===== config.mk =====
export PLATFORM = sky130hd
export DESIGN_NAME = reg_shift_unit
export DESIGN_NICKNAME = d
export VERILOG_FILES = /design/src/rtl/cpu_pkg.sv /design/src/rtl/shift_step.sv /design/src/rtl/reg_shift_unit.sv
export SDC_FILE = /design/constraint.sdc
export NUM_CORES = 1
export LEC_CHECK = 0
export ABC_AREA = 1
export CAP_MARGIN = 20
export CORE_ASPECT_RATIO = 0.8
export CORE_MARGIN = 10
export CORE_UTILIZATION = 50
export CTS_BUF_LIST = sky130_fd_sc_hd__clkbuf_16
export CTS_CLUSTER_DIAMETER = 100
export DETAILED_ROUTE_END_ITERATION = 7
export PLACE_DENSITY = 0.87
export SKIP_LAST_GASP = 1
export SLEW_MARGIN = 40
export SYNTH_ARGS = -nofsm -noshare
export SYNTH_HDL_FRONTEND = slang
export SYNTH_SLANG_ARGS = --single-unit

===== constraint.sdc =====
create_clock -name clk_i -period 3.1 [get_ports clk_i]
set_clock_uncertainty 0.05 [all_clocks]
set_input_delay 0.62 -clock clk_i [delete_from_list [all_inputs] [get_ports clk_i]]
set_output_delay 0.62 -clock clk_i [all_outputs]
set_load 0.05 [all_outputs]

===== src/rtl/cpu_pkg.sv =====
// cpu_pkg: shift-type codes, shifter FSM states and the boundary-amount rules for register shifts
package cpu_pkg;
  localparam logic [1:0] SHIFT_LSL = 2'b00;
  localparam logic [1:0] SHIFT_LSR = 2'b01;
  localparam logic [1:0] SHIFT_ASR = 2'b10;
  localparam logic [1:0] SHIFT_ROR = 2'b11;
  typedef enum logic [1:0] {ST_IDLE, ST_SHIFT, ST_DONE} state_t;
  // Amounts whose result does not come from ordinary iteration: zero, >=32 linear, ROR by a multiple of 32
  function automatic logic bnd_hit(input logic [1:0] t, input logic [7:0] a);
    return a == 8'd0 || (t == SHIFT_ROR ? a[4:0] == 5'd0 : a > 8'd31);
  endfunction
  // {carry, result} for a boundary amount
  function automatic logic [32:0] bnd_val(input logic [1:0] t, input logic [7:0] a, input logic [31:0] v, input logic c);
    return a == 8'd0 ? {c, v} :
           t == SHIFT_ROR ? {v[31], v} :
           t == SHIFT_ASR ? {33{v[31]}} :
           {a == 8'd32 && (t == SHIFT_LSL ? v[0] : v[31]), 32'd0};
  endfunction
endpackage


===== src/rtl/shift_step.sv =====
// shift_step: combinational k-bit (k<=8) LSL/LSR/ASR/ROR of a 32-bit value with carry-out
// Ports: v_i operand, type_i shift type, k_i step size, r_o shifted value, c_o carry-out of this step.
module shift_step
  import cpu_pkg::*;
(
  input  logic [31:0] v_i,
  input  logic [1:0]  type_i,
  input  logic [5:0]  k_i,
  output logic [31:0] r_o,
  output logic        c_o
);
  assign r_o = type_i == SHIFT_LSL ? v_i << k_i :
               type_i == SHIFT_LSR ? v_i >> k_i :
               type_i == SHIFT_ASR ? 32'($signed(v_i) >>> k_i) :
               (v_i >> k_i) | (v_i << (6'd32 - k_i));
  assign c_o = type_i == SHIFT_LSL ? v_i[5'(6'd32 - k_i)] :
               type_i == SHIFT_ROR ? r_o[31] :
               v_i[5'(k_i - 6'd1)];
endmodule


===== src/rtl/reg_shift_unit.sv =====
// reg_shift_unit: multi-cycle LSL/LSR/ASR/ROR by an 8-bit register amount with ARM carry-out
// Ports: clk_i, reset_i (sync, active-high); start_i/type_i/amount_i/val_i/carry_i request, taken when ready_o;
// ready_o high in IDLE; done_o one-cycle pulse; result_o/carry_o hold until the next completion.
// Build option SHIFT_FASTPATH_EN: boundary amounts go straight to DONE (two-cycle latency).
module reg_shift_unit
  import cpu_pkg::*;
#(
  parameter int BITS_PER_CYCLE = 1
) (
  input  logic        clk_i,
  input  logic        reset_i,
  input  logic        start_i,
  input  logic [1:0]  type_i,
  input  logic [7:0]  amount_i,
  input  logic [31:0] val_i,
  input  logic        carry_i,
  output logic        ready_o,
  output logic        done_o,
  output logic [31:0] result_o,
  output logic        carry_o
);
  localparam logic [5:0] BPC = 6'(BITS_PER_CYCLE);
  state_t state, state_n;
  logic [1:0] typ;
  logic [7:0] amt;
  logic [31:0] val_s, v, step_r;
  logic cin, step_c, fast, accept, last;
  logic [5:0] rem, k, n_i;
  assign k = rem < BPC ? rem : BPC;
  assign n_i = type_i == SHIFT_ROR ? {1'b0, amount_i[4:0]} : amount_i > 8'd31 ? 6'd32 : amount_i[5:0];
  assign accept = state == ST_IDLE && start_i;
  assign last = state == ST_SHIFT && rem == k;
  assign ready_o = state == ST_IDLE;
  assign done_o = state == ST_DONE;
`ifdef SHIFT_FASTPATH_EN
  assign fast = bnd_hit(type_i, amount_i);
`else
  assign fast = 1'b0;
`endif
  shift_step u_step (
    .v_i   (v),
    .type_i(typ),
    .k_i   (k),
    .r_o   (step_r),
    .c_o   (step_c)
  );
  always_comb begin
    state_n = state;
    if (accept) state_n = fast ? ST_DONE : ST_SHIFT;
    else if (last) state_n = ST_DONE;
    else if (state == ST_DONE) state_n = ST_IDLE;
  end
  always_ff @(posedge clk_i) begin
    if (reset_i) state <= ST_IDLE;
    else state <= state_n;
  end
  always_ff @(posedge clk_i) begin
    if (reset_i) begin
      result_o <= 32'd0;
      carry_o <= 1'b0;
    end else begin
      if (accept) begin
        typ <= type_i;
        amt <= amount_i;
        val_s <= val_i;
        cin <= carry_i;
        v <= val_i;
        rem <= n_i;
        if (fast) {carry_o, result_o} <= bnd_val(type_i, amount_i, val_i, carry_i);
      end
      if (state == ST_SHIFT) begin
        v <= step_r;
        rem <= rem - k;
        if (last) {carry_o, result_o} <= bnd_hit(typ, amt) ? bnd_val(typ, amt, val_s, cin) : {step_c, step_r};
      end
    end
  end
endmodule


==> out/metrics.cfg <==
[run_status]
status = complete, no violations

[placement]
place_congestion = 0.939
preCtsSetupSlack_ps = 607
dp_hpwl_mm = 13.1
place.port_buffers = 80

[worst_hold_path]
min-delay-start = result_o[14]$_SDFFE_PP0P_
min_path_type = reg2reg
whs_endpoint = result_o[14]$_SDFFE_PP0P_
holdPathStages = 2

[synth]
avgSynthCellArea_um2 = 7.68
synth.distinct_cells = 39
yosys_warnings = 0
synth_area_um2 = 6390
syn_nets = 880
ys_ff_latch = 116
postSynthCellCount = 832
yosysSeqAreaShare_pct = 49.0

[critical_path]
cp.required_ps = 3400
slowest_delay_ps = 450
cp_slowest_cell = edfxtp_1
r2r_end = result_o[28]$_SDFFE_PP0P_
rrSetupSlack_ps = 490
path_max_fanout = 7
path_delay_family = simple AND/OR/NAND/NOR gates
r2r_cells = 12
critPathLaunchType = flop
crit_chain = nor2_4, nand2_1, nor2_4, ha_1, inv_1, nor2_1, inv_1, nor2_2, nand3_1, o21ai_1, o21ai_1, a21oi_1
path_class = reg2reg
r2r_start = rem[4]$_DFFE_PP_
end_kind = flop
crit_buf_inv = 2
arrival_ps = 2910

[detailed_routing]
drt_iter0_drc = 764
drc = 0
wl_per_cell_um = 17.7
vias = 6147
routed_wl_mm = 19.4
drt_first_pass_iters = 6
antenna_left = 0
drt-vias-per-instance = 5.62

[power]
ir_drop_mv = 0.385
p_per_area_nw_per_um2 = 567
power.leakage_nw = 3.42

[timing]
min_period_ps = 2610
rsz0062_at_grt = no
fin_setup_tns_ps = 0
finalHoldViolCount = 0
drv_slew = 0
worst_pin_slew_ps = 602
setup_viol = 0
worst_slack_ps = 493
relSlewSlack_pct = 59.7
fmax_mhz = 384
finalCritPeriodShare_pct = 84.1

[job]
maxCapViolCount = 0

[grt]
grt_max_degree = 39
grt_pass1_vias = 5915
gr-usage-all-layers_pct = 21.7
antenna_found_initial = 0
gr-total-overflow = 0
grt_pass1_wl_mm = 31.0

[finish]
layout.nets = 957
syn_to_final_growth_pct = 25.2
antennaDiodeCount = 0
drive_gt1_share_pct = 8.68

[floorplan]
coreArea_um2 = 12300
rows = 36
io_pins = 81
die_x_um = 146
fp.dieH_um = 121
die-area_um2 = 17700
initial_core_util_pct = 51.8

[clock_tree]
post_cts_buffers = 0
holdBufCountCts = 0
cts_inserted_buffers = 17
clock_latency_ps = 430
clock_tree.buffer_depth = 2
tritoncts = built
cts_sinks = 116
ctsRootBufferMaster = clkbuf_16
cts_resized = 0
h-tree-depth = 4
cts.clk_slew.worst_paths_ps = 60

==> Yosys cell counts, drive strengths merged <==
master | instances | area share [%]
edfxtp | 81 | 38
o21ai | 71 | 5.6
nand4 | 6 | 0.59
or2 | 10 | 0.98
nor3 | 1 | 0.078
o221ai | 7 | 0.96
nand3b | 1 | 0.12
a21boi | 1 | 0.12
xor2 | 2 | 0.27
o211ai | 15 | 1.8
a22o | 2 | 0.27
buf | 21 | 2.0
a31oi | 11 | 1.1
inv | 90 | 5.3
nand2 | 253 | 15
nor2 | 76 | 5.2
ha | 2 | 0.39
and2 | 1 | 0.098
a21oi | 51 | 4.0
o22ai | 3 | 0.29
clkinv | 1 | 0.059
o21a | 2 | 0.23
o31ai | 1 | 0.12
dfxtp | 35 | 11
conb | 1 | 0.059
nand3 | 62 | 4.9
clkbuf | 25 | 1.5
==> through the flow <==
| step | utilization, % | area [um2] | power, mW | instances | hold slack (ps) |
|---|---|---|---|---|---|
| floorplan | - | 6400 | 2.24 | 832 | 420 |
| global placement | 59.8 | 7380 | 2.46 | 1061 | 403 |
| detailed placement | 59.8 | 7380 | 2.47 | 1061 | 405 |
| CTS | 64.8 | 8000 | 4.52 | 1093 | 413 |
| global route | 64.8 | 8000 | 4.68 | 1093 | 433 |
| finish | 64.8 | 8000 | 4.54 | 1093 | 409 |
==> per-layer routing <==
layer | track usage, % | vias up | part of all wire (%)
li1 | - | 2904 | -
met1 | 28.5 | 2818 | 43
met2 | 34.8 | 374 | 45
met3 | 5.11 | 51 | 9.7
met4 | 6.80 | 0 | 2.0
met5 | 0 | - | 0
==> where the power goes <==
group          switching (mW)  total, mW  internal (mW)
logic                   0.428      0.650          0.221
clock network           0.741       2.07           1.33
registers              0.0456       1.81           1.77
==> worst reg2reg max path, cell delays in order, from the launching register on <==
cell,delay (ps)
edfxtp_1,450
nor2_4,200
nand2_1,110
nor2_4,110
ha_1,180
inv_1,110
nor2_1,410
inv_1,170
nor2_2,230
nand3_1,120
o21ai_1,150
o21ai_1,110
a21oi_1,120
==> how the worst max path moves through the flow <==
| stage | end | cells past startpoint | start | slack (ps) |
|---|---|---|---|---|
| after floorplan | amt[0]$_DFFE_PP_ | 3 | state[0]$_SDFFE_PP0P_ | 200 |
| after global routing | result_o[28]$_SDFFE_PP0P_ | 12 | rem[4]$_DFFE_PP_ | 270 |
| after CTS | result_o[24]$_SDFFE_PP0P_ | 12 | rem[4]$_DFFE_PP_ | 590 |
| after global placement | result_o[28]$_SDFFE_PP0P_ | 12 | rem[4]$_DFFE_PP_ | 690 |
| final | result_o[28]$_SDFFE_PP0P_ | 12 | rem[4]$_DFFE_PP_ | 490 |
| after detailed placement | result_o[28]$_SDFFE_PP0P_ | 12 | rem[4]$_DFFE_PP_ | 610 |
==> registers in the layout (all words and copies together) (netlist names) <==
register / cells
result_o: 32
val_s: 32
rem: 6
v: 32
cin: 1
state: 2
carry_o: 1
amt: 8
typ: 2
==> cells in the final DEF (no fill, tap or decap), types with 3 or more instances in the layout <==
cell type,count
inv_1,88
clkinv_2,3
bufinv_16,4
o221ai_1,7
nand4_1,6
nor2_2,4
dfxtp_1,35
a21oi_1,50
nand2_1,251
nor2_1,66
o21ai_0,61
or2_2,8
buf_4,24
o21ai_1,9
clkinvlp_4,4
a31oi_1,11
inv_2,3
edfxtp_1,81
clkdlybuf4s50_1,80
clkbuf_16,17
o22ai_1,3
nor2_4,6
nand3_1,61
o211ai_1,15
==> final cells by class <==
cell class                      count  area, um2
Multi-Input combinational cell    579       2720
Inverter                           91        342
Sequential cell                   116       3130
Fill cell                        1044       4340
Clock inverter                     15        190
Tap cell                          171        214
Clock buffer                       17        425
Timing Repair Buffer              104        981
==> kinds of logic (layout without fill, tap and decap cells) <==
| family | after synthesis | after routing | share of synthesized area, % |
|---|---|---|---|
| and+or+nand+nor | 410 | 410 | 26.9 |
| DFF | 116 | 116 | 49.0 |
| other | 1 | 1 | 0.0587 |
| xor gates and xnor gates | 2 | 2 | 0.274 |
| adders and majority gates | 2 | 2 | 0.392 |
| AOI/OAI and AO/OA | 164 | 164 | 14.5 |
| buffers and inverters | 137 | 227 | 8.85 |
(Power assumes the default switching activity.)
